===== config.mk =====
export PLATFORM = sky130hd
export DESIGN_NAME = muldiv_unit
export DESIGN_NICKNAME = d
export VERILOG_FILES = /design/src/rtl/muldiv_pkg.sv /design/src/rtl/muldiv_step.sv /design/src/rtl/muldiv_unit.sv
export SDC_FILE = /design/constraint.sdc
export NUM_CORES = 1
export LEC_CHECK = 0
export BUFFER_PORTS_ARGS = -buffer_cell sky130_fd_sc_hd__buf_2
export CAP_MARGIN = 20
export CORE_UTILIZATION = 40
export DETAILED_ROUTE_END_ITERATION = 12
export SYNTH_ARGS = -nofsm -noshare
export SYNTH_HDL_FRONTEND = slang
export SYNTH_SLANG_ARGS = --single-unit

===== constraint.sdc =====
create_clock -name clk -period 3.1 [get_ports clk]
set_input_delay 0.465 -clock clk [delete_from_list [all_inputs] [get_ports clk]]
set_output_delay 0.465 -clock clk [all_outputs]
set_load 0.005 [all_outputs]

===== src/rtl/muldiv_pkg.sv =====
// Shared definitions for the iterative multiply/divide unit: op encodings and FSM states.
package muldiv_pkg;

  localparam logic [1:0] OP_MULTU = 2'b00;
  localparam logic [1:0] OP_MULT  = 2'b01;
  localparam logic [1:0] OP_DIVU  = 2'b10;
  localparam logic [1:0] OP_DIV   = 2'b11;

  typedef enum logic [1:0] {
    IDLE,
    CALC,
    FIXUP
  } state_t;

endpackage


===== src/rtl/muldiv_step.sv =====
// One combinational iteration: shift-add for multiply, restoring shift-subtract for divide.
module muldiv_step #(
  parameter int unsigned n = 32
) (
  input  logic         is_div,
  input  logic [n-1:0] acc,
  input  logic [n-1:0] q,
  input  logic [n-1:0] m,
  output logic [n-1:0] acc_nx,
  output logic [n-1:0] q_nx
);

  logic [n:0] sum;
  logic [n:0] shifted;
  logic [n:0] trial;

  always_comb begin
    sum     = {1'b0, acc} + {1'b0, m};
    shifted = {acc, q[n-1]};
    trial   = shifted - {1'b0, m};
    acc_nx  = acc;
    q_nx    = q;
    if (is_div) begin
      // remainder stays below the divisor, so the trial difference fits in n bits
      if (shifted >= {1'b0, m}) begin
        acc_nx = trial[n-1:0];
        q_nx   = {q[n-2:0], 1'b1};
      end else begin
        acc_nx = shifted[n-1:0];
        q_nx   = {q[n-2:0], 1'b0};
      end
    end else if (q[0]) begin
      {acc_nx, q_nx} = {sum, q[n-1:1]};
    end else begin
      {acc_nx, q_nx} = {1'b0, acc, q[n-1:1]};
    end
  end

endmodule


===== src/rtl/muldiv_unit.sv =====
// Iterative MULT/MULTU/DIV/DIVU unit with HI/LO registers and MTHI/MTLO writes.
// Define MULDIV_SIGNED_EN to honour op[0] (signed ops); otherwise all ops are unsigned.
module muldiv_unit
  import muldiv_pkg::*;
#(
  parameter int unsigned n = 32
) (
  input  logic         clk,
  input  logic         rst_n,
  input  logic         start,
  input  logic [1:0]   op,
  input  logic [n-1:0] a,
  input  logic [n-1:0] b,
  input  logic         wr_hi,
  input  logic         wr_lo,
  input  logic [n-1:0] wr_data,
  output logic         busy,
  output logic         done,
  output logic [n-1:0] hi,
  output logic [n-1:0] lo
);

  localparam int unsigned CW = $clog2(n);

`ifdef MULDIV_SIGNED_EN
  localparam bit SIGNED_EN = 1'b1;
`else
  localparam bit SIGNED_EN = 1'b0;
`endif

  state_t        state;
  logic [CW-1:0] cnt;
  logic [n-1:0]  acc, q, m;
  logic [n-1:0]  acc_nx, q_nx;
  logic          is_div, neg_q, neg_r, dz;

  logic          a_neg, b_neg;
  logic [n-1:0]  a_mag, b_mag;

  assign a_neg = SIGNED_EN & op[0] & a[n-1];
  assign b_neg = SIGNED_EN & op[0] & b[n-1];
  assign a_mag = a_neg ? -a : a;
  assign b_mag = b_neg ? -b : b;

  muldiv_step #(.n(n)) u_step (
    .is_div (is_div),
    .acc    (acc),
    .q      (q),
    .m      (m),
    .acc_nx (acc_nx),
    .q_nx   (q_nx)
  );

  // Divide-by-zero leaves |a| in the remainder, so the dividend-sign fixup restores a itself.
  always_ff @(posedge clk or negedge rst_n) begin
    if (!rst_n) begin
      state  <= IDLE;
      cnt    <= '0;
      acc    <= '0;
      q      <= '0;
      m      <= '0;
      is_div <= 1'b0;
      neg_q  <= 1'b0;
      neg_r  <= 1'b0;
      dz     <= 1'b0;
      busy   <= 1'b0;
      done   <= 1'b0;
      hi     <= '0;
      lo     <= '0;
    end else begin
      done <= 1'b0;
      case (state)
        IDLE: begin
          if (start) begin
            is_div <= op[1];
            neg_q  <= a_neg ^ b_neg;
            neg_r  <= a_neg;
            dz     <= (b == '0);
            acc    <= '0;
            q      <= op[1] ? a_mag : b_mag;
            m      <= op[1] ? b_mag : a_mag;
            cnt    <= CW'(n - 1);
            busy   <= 1'b1;
            state  <= CALC;
          end else begin
            if (wr_hi) hi <= wr_data;
            if (wr_lo) lo <= wr_data;
          end
        end
        CALC: begin
          acc <= acc_nx;
          q   <= q_nx;
          cnt <= cnt - CW'(1);
          if (cnt == '0) state <= FIXUP;
        end
        FIXUP: begin
          if (is_div) begin
            hi <= neg_r ? -acc : acc;
            lo <= dz ? '1 : (neg_q ? -q : q);
          end else begin
            {hi, lo} <= neg_q ? -{acc, q} : {acc, q};
          end
          done  <= 1'b1;
          busy  <= 1'b0;
          state <= IDLE;
        end
        default: state <= IDLE;
      endcase
    end
  end

endmodule


==> results.md, run 1 <==
* Worst setup path category: reg2reg
* Vias in the first global route at 11,600
* Max-slew headroom at 45.0%
* Register bit total from synthesis at 171
* Tmin final at 3.04 ns
* Total power at 0.0206 W
* Avg Inst Size Synth at 8.54 um^2
* Gr ovfl total at 0
* Cell taking the most area after synthesis: dfrtp_1
* Hpwl dp at 31.9 mm
* Hold bufs inserted after CTS at 0
* Max-cap violations at 0
* Hold_ws at 0.0542 ns
* Post-synth EDFFs at 0
* Ratio of total power to cell area at 1350 nW/um^2
* Pins over their slew limit at 0
* Filler Cell Count at 2,985
* DRC at 0
* Tcrit/Tclk final at 98.2%
* Reg2reg end: acc[23]$_DFFE_PN0P_
* Critical Path, Cell by Cell: buf_4 > ha_1 > nor2b_1 > o31a_1 > o31a_1 > a21oi_2 > nor3_4 > or4_1 > a31oi_1 > nor2_1 > a32o_1
* Setup Skew at 0.0115 ns
* Initial drt markers at 1,080
* Core Region at 30,600 um^2
* Setup WS pre-CTS at -0.00343 ns
* Initial Util at 40.7%
* Layout cells sized above 1 at 22.0%
* Worst Path Buf+Inv at 1
* Register area share after synthesis at 34.3%
* Clock slew at reported path FFs at 0.07 ns
* Clk_lat worst skew at 0.45 ns
* Critical path depth in cells at 11
* Multi-input logic area at 7770 um^2
* Post-Synthesis Cells at 1,460
* Post-Synthesis Cell Area at 12,500 um^2
* Vias after detailed routing at 12,200
* Drt wl/cell at 20.0 um
* Worst-path fanout max at 4
* Area contributors post-synth: dfrtp_1 34%, mux2i_1 12%, ha_1 6.6%
* Gpl congestion at 0.960
* Syn nets at 1,631
* Largest net degree at the start of global routing at 132
* R2R depth at 11
* Worst EP required at 3.43 ns
* Post-synth top area share at 34.3%
* Global-route wire length before repair at 65.1 mm
* Setup TNS at 0 ns
* Htree depth at 4
* Root Buffer: clkbuf_16
* R2R Setup Slk at 0.06 ns
* Ports at 169
* Row count at 64
* CP max-delay cell: or4_1
* Fin worst setup slack at 0.0556 ns
* Initial antenna violation count at 1
* Total CTS buffers at 17
* Final ANT Viol Nets at 0
* Unrepaired setup endpoints after global routing: true
* Endpoints failing setup at 0
* Layout area overhead at 21.9%
* P_leak at 7.10 nW
* CTS Sinks at 171
* Vias per cell at 5.82
* Die X at 179 um
* Placed Instance Area at 14,500 um^2
* CP endpoint: acc[23]$_DFFE_PN0P_
* Worst Setup End Kind: flop
* Prevailing post-synth register cell: dfrtp_1
* Slew @ Worst Pin at 0.822 ns
* Critical Path Source Type: flop
* Status: finished clean
* Setup crit start: m[2]$_DFFE_PN0P_
* Die height at 179 um
* Port buffer count at 167
* GRT Util Overall at 26.7%
* Synth Warn # at 0
* Yosys cell types at 77
* Design area at 15,200 um^2
* Worst-case clock buffer depth at 2
* Reg2Reg Launch Point: m[2]$_DFFE_PN0P_
* Most frequent cells in the layout: 189 x nand2_1, 169 x dfrtp_1, 165 x buf_2
* Fin nets at 1,852
* Worst Path Arrival at 3.37 ns
* Slowest stage delay, CP at 0.47 ns
* Die ar. at 31,900 um^2
* Commonest non-fill, non-tap cell in the layout: nand2_1
* FF/Latch Area at 4280 um^2
* CP most frequent cell: o31a_1
* Total Routed Length at 41.7 mm
* Hold Fails Final Rpt at 0
* Fmax achieved at 0.328 GHz
* Critical path's top delay family: compound AO/OA/AOI/OAI gates
* CTS tree: built
* TritonRoute pass-1 iters at 6
* Post-synth ARST share at 100%
* Hold Crit Class: in2async
* Peak supply drop at 0.593 mV
## layer usage
metal  GRT usage [%]  routed length, um  vias up
li1                -                  -     5800
met3            4.11               2170       67
met4            8.97               1190        0
met2            42.4              19000      400
met5               0                  0        -
met1            36.8              19300     5892
## area by class of cell
class | instances | share of cell area (%)
clock inverters | 12 | 0.749
well taps | 396 | 3.26
clock buffers | 19 | 2.92
diodes | 1 | 0.0165
inverters | 53 | 1.31
flip-flops and latches | 171 | 28.2
repair buffers | 296 | 12.4
multi-input cells | 1142 | 51.1
## report_power, final
group / switching, W / internal, W
clock: 0.000974 / 0.00113
sequential: 0.00106 / 0.00331
combinational: 0.00781 / 0.00629
## state kept, by name (all words and copies together), names as in the netlist, 2 cells and up
| register | count |
|---|---|
| cnt | 5 |
| state | 2 |
| acc | 32 |
| lo | 32 |
| m | 32 |
| hi | 32 |
| q | 32 |
## synth_stat cells, types with 4 or more instances
library cell    n
and2_1          6
and3_1          6
nor3_1         22
a211o_1         4
o221ai_1        9
o31ai_1         7
a21o_1         31
o21ai_1         6
buf_1          10
a31oi_1        11
a21oi_1       113
a2111oi_0       4
o22ai_1        34
mux2i_1       148
o21bai_1        7
clkbuf_1       70
nor4_1         11
inv_1          52
xor2_1         23
o31a_1          7
dfrtp_1       171
o211ai_1       41
nor2b_1         9
o21ai_0       143
ha_1           66
buf_2          10
o21a_1         13
a221o_1         6
nand3_1         8
a211oi_1       12
nand2_1       189
nand3b_1        4
nor2_1         92
a32o_1          6
nand4_1        18
xnor2_1        26
## per-stage QoR
step | std cells | util, %
after floorplan | 1460 | -
after global placement | 2053 | 47.3
after detailed placement | 2053 | 47.3
after CTS | 2086 | 49.2
after global routing | 2090 | 49.7
final | 2090 | 49.7
## worst min-delay path by stage
stage | cells after the start | startpoint | endpoint
final | 1 | rst_n | lo[30]$_DFFE_PN0P_
after global routing | 1 | rst_n | lo[30]$_DFFE_PN0P_
after CTS | 1 | rst_n | lo[30]$_DFFE_PN0P_
after detailed placement | 2 | hi[28]$_DFFE_PN0P_ | hi[28]$_DFFE_PN0P_
after global placement | 2 | hi[30]$_DFFE_PN0P_ | hi[30]$_DFFE_PN0P_
after floorplan | 0 | rst_n | acc[0]$_DFFE_PN0P_
## cells by family (layout without fill, tap and decap cells)
family / Yosys count / in the layout / synth area share, %
multiplexers: 150 / 150 / 12.1
other: 0 / 1 / 0
XOR/XNOR: 49 / 49 / 3.44
flip-flops: 171 / 171 / 34.3
buffers and inverters: 147 / 380 / 4.74
AND/OR/NAND/NOR: 385 / 385 / 13.7
adder cells (fa/ha/maj): 68 / 68 / 6.95
AO/OA/AOI/OAI: 490 / 490 / 24.8
## what timing repair did
action	in CTS	in global routing
endpoints found under the setup margin	1	31
resized for setup	1	31
pin swaps	6	10
buffers inserted	2	3
gates cloned	0	0
Power figures use the tool's default switching activity.
==> run 2: changes to the inputs <==
RECOVER_POWER = 100   (was default)
==> results.md, run 2 (synthesis gave the netlist of run 1 again) <==
* Port buffer count at 167
* Critical Path Source Type: flop
* Setup WS pre-CTS at -0.00343 ns
* CP most frequent cell: o31a_1
* Max-cap violations at 1
* Vias per cell at 5.83
* Max-slew headroom at -35.7%
* Global-route wire length before repair at 65.1 mm
* CP max-delay cell: or4_1
* Final core occ at 49.4%
* Worst Path Arrival at 3.36 ns
* Filler Cell Count at 3,017
* Unrepaired setup endpoints after global routing: true
* Drt wl/cell at 20.0 um
* Pins over their slew limit at 74
* TritonRoute pass-1 iters at 5
* Most frequent cells in the layout: 189 x nand2_1, 169 x dfrtp_1, 148 x mux2i_1
* Critical Path, Cell by Cell: buf_4 > ha_1 > nor2b_1 > o31a_1 > o31a_1 > a21oi_2 > nor3_4 > or4_1 > a31oi_1 > nor2_1 > a32o_1
* Htree depth at 4
* CTS Sinks at 171
* Hpwl dp at 31.9 mm
* Tcrit/Tclk final at 97.9%
* Layout area overhead at 21.2%
* Total Routed Length at 41.8 mm
* Slew @ Worst Pin at 2.03 ns
* Final ANT Viol Nets at 0
* Tmin final at 3.03 ns
* Fmax achieved at 0.330 GHz
* Clock share of power at 10.2%
* Initial antenna violation count at 1
* Worst setup path category: reg2reg
* Slowest stage delay, CP at 0.47 ns
* FF/Latch Area at 4280 um^2
* Gpl congestion at 0.960
* Design area at 15,100 um^2
* Fin nets at 1,852
* Root Buffer: clkbuf_16
* Placed Instance Area at 14,500 um^2
* Total power at 0.0206 W
* Hold Crit Class: in2reg
* Die X at 179 um
* Gr ovfl total at 0
* Logic pwr share at 68.4%
* R2R depth at 11
* Core Region at 30,600 um^2
* Ratio of total power to cell area at 1360 nW/um^2
* Hold path cells at 3
* Multi-input logic area at 7770 um^2
* P_leak at 6.96 nW
* CTS tree: built
* Largest net degree at the start of global routing at 132
* Row count at 64
* Peak supply drop at 0.590 mV
* Hold Fails Final Rpt at 0
* Psw at 0.00987 W
* Ports at 169
* Vias after detailed routing at 12,200
* Sequential power share at 21.3%
* Initial Util at 40.7%
* Worst-path fanout max at 4
* Layout cells sized above 1 at 19.8%
* Setup TNS at 0 ns
* Vias in the first global route at 11,600
* Net Sw Frac at 48.0%
* Violated checks: max-capacitance violations, max-slew violations
* Clk_lat worst skew at 0.45 ns
* Initial drt markers at 1,140
* Die height at 179 um
* Status: finished, violations left
* Int Pwr at 0.0107 W
* Worst EP required at 3.43 ns
* Worst Setup End Kind: flop
* Total CTS buffers at 17
* Worst-case clock buffer depth at 2
* Fin worst setup slack at 0.0653 ns
* GRT Util Overall at 26.7%
* Clock slew at reported path FFs at 0.07 ns
* Endpoints failing setup at 0
* Commonest non-fill, non-tap cell in the layout: nand2_1
* DRC at 0
* Setup Skew at 0.0133 ns
* Die ar. at 31,900 um^2
-- run 2: final cells by class --
| type | instances | share of cell area [%] |
|---|---|---|
| sequential | 171 | 28.4 |
| tap | 396 | 3.28 |
| timing repair buffer | 296 | 11.9 |
| antenna | 1 | 0.0166 |
| clock buffer | 19 | 2.93 |
| inverter | 53 | 1.32 |
| multi-input combinational | 1142 | 51.4 |
| clock inverter | 12 | 0.754 |
-- run 2: critical path: cells and delay by family, from the launching register on --
kind                     cells  cell delay, ns
flip-flops                   1            0.40
adder cells (fa/ha/maj)      1            0.31
buffers and inverters        1            0.14
AO/OA/AOI/OAI                5            1.30
AND/OR/NAND/NOR              4            0.78
-- run 2: repair_timing --
| action | 4_1_cts | 5_1_grt |
|---|---|---|
| endpoints found under the setup margin | 1 | 31 |
| buffers inserted | 2 | 3 |
| pin swaps | 6 | 10 |
| hold buffers | 0 | 0 |
| cloned | 0 | 0 |
| gates resized for setup | 1 | 31 |
-- run 2: routing by layer --
| metal | wire length [um] | GRT usage, % | part of all wire, % | up-vias |
|---|---|---|---|---|
| met3 | 2310 | 4.11 | 5.5 | 67 |
| met1 | 19300 | 36.8 | 46 | 5872 |
| met4 | 1220 | 8.97 | 2.9 | 0 |
| met5 | 0 | 0 | 0 | - |
| li1 | - | - | - | 5816 |
| met2 | 18900 | 42.4 | 45 | 422 |
-- run 2: path summary, 6_finish.rpt --
path                                     from                  end  slack (ns)
max                          m[2]$_DFFE_PN0P_  acc[23]$_DFFE_PN0P_        0.07
min                               wr_data[13]   hi[13]$_DFFE_PN0P_        0.33
max reg2reg                  m[2]$_DFFE_PN0P_  acc[23]$_DFFE_PN0P_        0.07
min reg2reg                hi[12]$_DFFE_PN0P_   hi[12]$_DFFE_PN0P_        0.48
max in group asynchronous               rst_n   hi[19]$_DFFE_PN0P_        0.70
min in group asynchronous               rst_n   lo[30]$_DFFE_PN0P_        0.58
-- run 2: metrics by stage --
stage | cells | hold WS, ns
6_report | 2090 | 0.326
5_1_grt | 2090 | 0.335
4_1_cts | 2086 | 0.0888
3_5_place_dp | 2053 | 0.465
3_3_place_gp | 2053 | 0.457
2_1_floorplan | 1460 | 0.169
-- run 2: power groups by stage --
stage	combinational [W]	clock, W	sequential [W]
4_1_cts	0.0136	0.00213	0.00436
2_1_floorplan	0.00907	0	0.00411
6_report	0.0141	0.00210	0.00438
3_3_place_gp	0.0134	0	0.00436
5_1_grt	0.0154	0.00222	0.00451
3_5_place_dp	0.0135	0	0.00438
